### config.mk
export PLATFORM = sky130hd
export DESIGN_NAME = trap_ctrl
export DESIGN_NICKNAME = d
export VERILOG_FILES = /design/src/rtl/cpu_trap_pkg.sv /design/src/rtl/irq_pending_latch.sv /design/src/rtl/trap_ctrl.sv
export SDC_FILE = /design/constraint.sdc
export NUM_CORES = 1
export LEC_CHECK = 0
export BUFFER_PORTS_ARGS = -buffer_cell sky130_fd_sc_hd__buf_2
export CORE_MARGIN = 4
export CORE_UTILIZATION = 30
export CTS_BUF_LIST = sky130_fd_sc_hd__clkbuf_2 sky130_fd_sc_hd__clkbuf_4 sky130_fd_sc_hd__clkbuf_8
export CTS_CLUSTER_DIAMETER = 200
export CTS_CLUSTER_SIZE = 10
export DETAILED_ROUTE_END_ITERATION = 12
export GPL_TIMING_DRIVEN = 1
export PLACE_DENSITY = 0.61
export SYNTH_ARGS = -nofsm -noshare
export SYNTH_HDL_FRONTEND = slang
export SYNTH_SLANG_ARGS = --single-unit
### constraint.sdc
create_clock -name clk -period 6.55 [get_ports clk]
set_clock_uncertainty 0.1 [all_clocks]
set_input_delay 1.965 -clock clk [delete_from_list [all_inputs] [get_ports clk]]
set_output_delay 1.965 -clock clk [all_outputs]
set_load 0.02 [all_outputs]
### src/rtl/cpu_trap_pkg.sv
// Shared trap-controller definitions: FSM encodings, default cause codes and
// the default trap vector.
package cpu_trap_pkg;

  // FSM state encodings
  localparam logic [2:0] ST_IDLE  = 3'd0;
  localparam logic [2:0] ST_WFI   = 3'd1;
  localparam logic [2:0] ST_DRAIN = 3'd2;
  localparam logic [2:0] ST_ENTER = 3'd3;
  localparam logic [2:0] ST_RET   = 3'd4;

  // Default mcause codes (interrupt bit set) and trap vector
  localparam logic [31:0] CAUSE_EXT_DEF = 32'h8000_000B;
  localparam logic [31:0] CAUSE_TMR_DEF = 32'h8000_0007;
  localparam logic [31:0] ISR_BASE_DEF  = 32'h0001_0000;

  // Fixed-priority cause pick: external beats timer
  function automatic logic [31:0] pick_cause(input logic ext,
                                             input logic [31:0] c_ext,
                                             input logic [31:0] c_tmr);
    return ext ? c_ext : c_tmr;
  endfunction

endpackage

### src/rtl/irq_pending_latch.sv
// Per-source interrupt pending flag: set by an enabled request level,
// cleared by the trap entry that takes it; set wins over clear.
module irq_pending_latch (
  input  logic clk,
  input  logic rst,
  input  logic irq,
  input  logic en,
  input  logic take,
  output logic pend
);

  logic set;
  assign set = irq & en;

  // Pending flag: set dominates a same-cycle clear
  always_ff @(posedge clk or posedge rst) begin
    if (rst)       pend <= 1'b0;
    else if (set)  pend <= 1'b1;
    else if (take) pend <= 1'b0;
  end

endmodule

### src/rtl/trap_ctrl.sv
// Machine-mode trap sequencer: interrupt entry (drain then flush/redirect to
// the ISR), mret return to the saved mepc, and wfi sleep. All control outputs
// are decoded from the state and internal registers only.
module trap_ctrl
  import cpu_trap_pkg::*;
#(
  parameter logic [31:0] ISR_BASE  = ISR_BASE_DEF,
  parameter logic [31:0] CAUSE_EXT = CAUSE_EXT_DEF,
  parameter logic [31:0] CAUSE_TMR = CAUSE_TMR_DEF
) (
  input  logic        clk,
  input  logic        rst,
  input  logic        ext_irq,
  input  logic        tmr_irq,
  input  logic        mstatus_mie,
  input  logic        mie_meie,
  input  logic        mie_mtie,
  input  logic        wfi_req,
  input  logic        mret_req,
  input  logic        ex_valid,
  input  logic [31:0] ex_pc,
  input  logic [31:0] mepc_i,
  input  logic        im_stall,
  input  logic        dm_stall,
  output logic        pipe_hold,
  output logic        flush,
  output logic        redirect_valid,
  output logic [31:0] redirect_pc,
  output logic        trap_take,
  output logic        mret_ack,
  output logic        mepc_we,
  output logic [31:0] mepc_wdata,
  output logic [31:0] mcause_wdata,
  output logic        ext_pend,
  output logic        tmr_pend
);

  logic [2:0]  state, state_nxt;
  logic [31:0] epc, cause, ret_pc;
  logic        stall_n, any_pend, in_enter, in_ret;
  logic        take_ext, take_tmr;

  assign stall_n  = ~im_stall & ~dm_stall;
  assign any_pend = ext_pend | tmr_pend;
  assign in_enter = (state == ST_ENTER);
  assign in_ret   = (state == ST_RET);

  // Only the cause latched for this entry is retired on the ENTER cycle
  assign take_ext = in_enter & (cause == CAUSE_EXT);
  assign take_tmr = in_enter & (cause == CAUSE_TMR);

  irq_pending_latch u_ext (
    .clk (clk), .rst (rst), .irq (ext_irq), .en (mie_meie),
    .take (take_ext), .pend (ext_pend)
  );

  irq_pending_latch u_tmr (
    .clk (clk), .rst (rst), .irq (tmr_irq), .en (mie_mtie),
    .take (take_tmr), .pend (tmr_pend)
  );

  // Next-state decode; mret outranks a simultaneous interrupt in IDLE
  always_comb begin
    state_nxt = state;
    case (state)
      ST_IDLE: begin
        if (mret_req & stall_n)                      state_nxt = ST_RET;
        else if (any_pend & mstatus_mie & ex_valid)  state_nxt = ST_DRAIN;
        else if (wfi_req & stall_n)                  state_nxt = ST_WFI;
      end
      ST_WFI: begin
        if (any_pend) state_nxt = mstatus_mie ? ST_DRAIN : ST_IDLE;
      end
      ST_DRAIN: begin
        // Committed entry: only memory stalls can hold it here
        if (stall_n) state_nxt = ST_ENTER;
      end
      ST_ENTER: state_nxt = ST_IDLE;
      ST_RET:   state_nxt = ST_IDLE;
      default:  state_nxt = ST_IDLE;
    endcase
  end

  // State register
  always_ff @(posedge clk or posedge rst) begin
    if (rst) state <= ST_IDLE;
    else     state <= state_nxt;
  end

  // Capture epc, cause and return target on the transitions that define them
  always_ff @(posedge clk or posedge rst) begin
    if (rst) begin
      epc    <= '0;
      cause  <= '0;
      ret_pc <= '0;
    end else begin
      if (state == ST_IDLE) begin
        if (mret_req & stall_n) begin
          ret_pc <= mepc_i;
        end else if (any_pend & mstatus_mie & ex_valid) begin
          epc   <= ex_pc;
          cause <= pick_cause(ext_pend, CAUSE_EXT, CAUSE_TMR);
        end else if (wfi_req & stall_n) begin
          epc <= ex_pc + 32'd4;  // resume after the wfi, wraps mod 2^32
        end
      end else if (state == ST_WFI) begin
        // epc already points past the wfi; only the cause is picked here
        if (any_pend & mstatus_mie)
          cause <= pick_cause(ext_pend, CAUSE_EXT, CAUSE_TMR);
      end
    end
  end

  // Output decode from state and registers
  always_comb begin
    pipe_hold      = (state == ST_WFI) | (state == ST_DRAIN);
    flush          = in_enter | in_ret;
    redirect_valid = in_enter | in_ret;
    redirect_pc    = in_enter ? ISR_BASE : (in_ret ? ret_pc : 32'd0);
    trap_take      = in_enter;
    mret_ack       = in_ret;
    mepc_we        = in_enter;
    mepc_wdata     = in_enter ? epc : 32'd0;
    mcause_wdata   = in_enter ? cause : 32'd0;
  end

endmodule
Word level (Yosys, flattened, before mapping)
Index checks and enable logic that the tools add are counted.
W data, S select, Z words.
{ "word_totals": {"reg_bits": 101, "latch_bits": 0, "mem_bits_rw": 0, "rom_bits": 0, "out_inout_bits": 104, "elab_cells": 66, "memories": 0} }
{ "op_classes": {"add_sub_neg": 1, "multipliers": 0, "div": 0, "magnitude_cmp": 0, "eq_ne": 11, "shifts": 0, "muxes": 23, "bitwise": 15, "reduce_logical": 10} }
{ "ops": {"columns": ["operator", "n"], "rows": [
  ["$mux W32", 11],
  ["$eq A32 B32 Y1 const B", 2],
  ["$add A32 B3 Y32 const B", 1],
  ["$mux W3", 5],
  ["$reduce_bool A2 Y1", 5],
  ["$and A1 B1 Y1", 9],
  ["$pmux W3 S3", 1],
  ["$ne A2 B2 Y1 const B", 4],
  ["$eq A3 B2 Y1 const B", 2],
  ["$reduce_and A3 Y1", 2],
  ["$mux W1", 4],
  ["$mux W4", 1],
  ["$ne A4 B4 Y1 const B", 1],
  ["$reduce_and A4 Y1", 1],
  ["$eq A3 B1 Y1 const B", 1],
  ["$eq A3 B3 Y1 const B", 1],
  ["$logic_not A3 Y1", 1],
  ["$not A1 Y1", 3],
  ["$or A1 B1 Y1", 3],
  ["$mux W2", 1],
  ["$reduce_and A2 Y1", 1]
]} }

Depth between registers and ports, before layout
{ "logic_depth": {"ltp_word": 7, "depth_mapped": 7} }

Cells and area by module
Synthesis repeated with hierarchy kept, for this count alone.
{ "hier_totals": {"cells_unflattened": 440, "area_unflattened_um2": 4145.2} }
{ "modules_own_cells": {"columns": ["module", "instances", "cells_each", "area_per_inst_um2"], "rows": [
  ["trap_ctrl", 1, 430, 4055.1],
  ["irq_pending_latch", 2, 5, 45.0]
]} }

Worst setup path before layout
No wires, ideal clock.
{ "synth_path": {"kind": "register to output", "start": "reg state[0]", "end": "out mcause_wdata[1]", "arrival_time_ns": 1.684, "t_required_ns": 4.485, "path_slack_ns": 2.801, "stages_incl_launch_ff": 7, "path_cell_list": "dfrtp_1 -> clkbuf_1 -> nand2_1 -> nor2_1 -> clkbuf_1 -> and2_1 -> buf_4"} }
{ "synth_between": {"elab_chain_cells": 2} }
{ "synth_rtl": {"columns": ["item", "line", "source"], "rows": [
  ["start: declaration", "trap_ctrl.sv:38", "logic [2:0] state, state_nxt;"],
  ["start signal: assignment", "trap_ctrl.sv:87", "else state <= state_nxt;"],
  ["$eq A3 B2 Y1", "trap_ctrl.sv:45", "assign in_enter = (state == ST_ENTER);"],
  ["named net mepc_we", "trap_ctrl.sv:31", "output logic mepc_we,"],
  ["$mux W32", "trap_ctrl.sv:124", "mcause_wdata = in_enter ? cause : 32'd0;"],
  ["end: declaration", "trap_ctrl.sv:33", "output logic [31:0] mcause_wdata,"]
]} }
The timed path passes the listed nets, and every way through them passes these cells.

Final worst setup path
{ "layout_path": {"start": "reg state[0]", "end": "out mepc_wdata[21]"} }
{ "layout_between": {"elab_chain_cells": 2} }
{ "layout_rtl": {"columns": ["item", "line", "source"], "rows": [
  ["$eq A3 B2 Y1", "trap_ctrl.sv:45", null],
  ["$mux W32", "trap_ctrl.sv:123", "mepc_wdata = in_enter ? epc : 32'd0;"],
  ["end: declaration", "trap_ctrl.sv:32", "output logic [31:0] mepc_wdata,"]
]} }
No other way between the ends.

==> impl_metrics.csv <==
group,metric,value,unit
floorplan,io-pin-count,180,
yosys,synth_flop_cell,"dfrtp_1",
pwr,vdd_drop_max,0.09173,mV
timing,max_clock_freq,237.8,MHz
critical_path,start_kind,"register",
yosys,synthAdderAreaFrac,0.3056,%
clock_tree,clk_latency,340,ps
critical_path,slowest_delay,500,ps
yosys,ys_seq_area_share,44.01,%
yosys,yosys.area_share.xor_xnor,2.353,%
critical_path,crit_buf_inv,2,
timing,finalSetupTns,0,ps
timing,hold_viol_final,0,
floorplan,dieWidth,124.8,µm
critical_path,arrival,2140,ps
floorplan,fp.dieH,124.8,µm
clock_tree,post_cts_buffers,0,
critical_path,end_kind,"output port",
floorplan,core,13300,µm²
clock_tree,cts_tree,"built",
timing,setup_viol,0,
yosys,synthesis.area,4094,µm²
routing,wl_per_cell,14.49,µm
status,status,"complete, no violations",
routing,via_per_inst,4.786,
routing,antenna_left,0,
critical_path,cp_slowest_cell,"dfrtp_1",
critical_path,critical_path.top_delay_family,"simple AND/OR/NAND/NOR gates",
layout,drive_gt1_share,37.37,%
global_route,grt_pass1_vias,3407,
yosys,synth_compound_area_share,9.383,%
routing,routed-wl-met2,5118,µm
routing,drcViolationCount,0,
critical_path,critical_path.max_fanout,24,
floorplan,die_area,15580,µm²
clock_tree,cts.path.max_buffers,2,
pwr,pwr_density_cell,320.8,nW/µm²
routing,met3_length,851,µm
routing,wl_met1,4729,µm
layout,fin_nets,644,
yosys,yosys_warnings,0,
yosys,synth-async-reset-ratio,100.0,%
timing,finalMaxSlewViolations,0,
global_route,grt_start_max_net_pins,73,
timing,rsz0062_at_grt,"no",
clock_tree,ctsResizeCount,0,
layout,syn2layout_area_growth,24.82,%
timing,slew_headroom,38.09,%
global_route,grt_first_pass_wirelength,17110,µm
routing,via_count,3570,
critical_path,worstSetupPathType,"reg2out",
routing,wirelength,10810,µm
run,maxCapViolations,0,
clock_tree,numClockSinks,72,
yosys,synth_edf_count,0,
place,gp_congestion,0.8331,
timing,worst_pin_slew,928.7,ps
floorplan,initial_core_util,30.79,%
clock_tree,clock-root-buffer,"clkbuf_8",
critical_path,crit_chain,"nand2_1 -> nor2_2 -> buf_4 -> and2_1 -> buf_2",
worst_hold_path,hold_path.class,"reg2reg",
yosys,synth-simple-area-share,25.89,%
clock_tree,path_clk_slew,70,ps
layout,layout_commonest_cell,"buf_2",
layout,nFillCells,1356,
yosys,syn_avg_cell_area,9.588,µm²
timing,min_period,4206,ps
layout,num_antenna_cells,0,
routing,top_layer,"met4",
global_route,grt_usage,13.50,%
global_route,antenna_found_initial,0,
pwr,cellLeakagePower,0.002479,µW
critical_path,critPathRequiredTime,4490,ps
pwr,total_power,1639,µW
yosys,synthMuxAreaShare,9.322,%
yosys,synth_cell_type_count,43,
timing,finalCritPeriodShare,64.21,%
yosys,synthCells,427,
yosys,synth-seq-cells,72,
routing,first_iter_violations,206,
clock_tree,cts_made_buffers,9,
clock_tree,htreeDepth,3,
routing,first_pass_iters,5,
place,placement.io_buffers,152,
clock_tree,hold_buffers,0,
yosys,synth_top_family_by_area,"simple AND/OR/NAND/NOR gates",
floorplan,row_count,42,
global_route,grt_overflow,0,
place,dp_hpwl,8203,µm
layout,final_cell_mix,"buf_2 (152), dfrtp_1 (72), and2_1 (66)",
final cells by class:
cell class                      instances  area [µm²]  area share, %
Inverter                                5       18.77         0.3673
Clock buffer                           10       137.6          2.693
Sequential cell                        72        1802          35.26
Multi-Input combinational cell        321        2056          40.23
Clock inverter                          4       70.07          1.371
Tap cell                              176       220.2          4.309
Timing Repair Buffer                  158       805.8          15.77
synth_stat cells, types with 2 or more instances:
master / n / share of area, %
o211ai_1: 2 / 0.37
nor4_1: 2 / 0.31
and3_1: 2 / 0.31
buf_2: 4 / 0.49
buf_1: 2 / 0.18
nand2_1: 34 / 3.1
xor2_1: 3 / 0.64
nor3b_1: 3 / 0.55
buf_4: 31 / 5.7
nand4_1: 7 / 1.1
nor3_1: 4 / 0.49
and2_1: 66 / 10
nor2_1: 22 / 2.0
inv_1: 5 / 0.46
clkbuf_1: 17 / 1.6
a31oi_1: 22 / 3.4
o21ai_0: 19 / 2.3
or2_2: 3 / 0.46
o31ai_1: 10 / 1.8
nand3_1: 9 / 1.1
dfrtp_1: 72 / 44
or4_1: 14 / 2.6
a21oi_1: 2 / 0.24
nor4b_1: 2 / 0.43
xnor2_1: 8 / 1.7
or3_1: 10 / 1.5
mux2_2: 33 / 9.1
a22o_1: 2 / 0.43
and4_1: 3 / 0.64
layer usage:
layer	vias up	GRT usage, %
met3	10	4.588
met5	-	0
met4	0	3.890
met1	1694	16.40
li1	1719	-
met2	147	22.77
registers in the layout, summed over array words and instances (netlist names):
| name | flops |
|---|---|
| epc | 32 |
| u_tmr.pend | 1 |
| state | 3 |
| cause | 3 |
| ret_pc | 32 |
| u_ext.pend | 1 |
final timing paths:
kind / start / to / slack (ps) / cells after the start
hold reg to reg: epc[0] / epc[0] / 370 / 2
setup / recovery: state[0] / mepc_wdata[21] / 2340 / 5
hold / removal: epc[0] / epc[0] / 370 / 2
max in group asynchronous: rst / ret_pc[14] / 3960 / 3
setup reg to reg: u_ext.pend / epc[31] / 4080 / 4
min in group asynchronous: rst / ret_pc[23] / 1800 / 3
cells by family after synthesis:
family	Yosys count
flops	72
compound gates	61
simple gates	187
other cells	1
fa+ha+maj	1
mux	34
buf+inv	60
xor+xnor	11
power breakdown:
group | leakage [µW] | switching, µW | internal, µW
registers | 0.000846 | 108 | 648
clock network | 0.000108 | 165 | 219
logic | 0.00152 | 272 | 227
through the flow:
stage | hold slack (ps) | instances | setup WS (ps) | instance area (µm²) | utilization, %
after floorplan | 337.4 | 453 | 2660 | 4192 | -
after global placement | 349.2 | 732 | 2612 | 4902 | 36.87
after detailed placement | 358.5 | 732 | 2566 | 4902 | 36.87
after CTS | 377.5 | 746 | 2274 | 5110 | 38.43
after global routing | 408.5 | 746 | 2172 | 5110 | 38.43
final | 371.9 | 746 | 2344 | 5110 | 38.43
worst reg2reg max path, cell delays in order (launching register included):
cell	delay [ps]
dfrtp_1	470
o211a_1	400
or3_1	670
or4_1	580
a31oi_1	170
(Power assumes the default switching activity.)
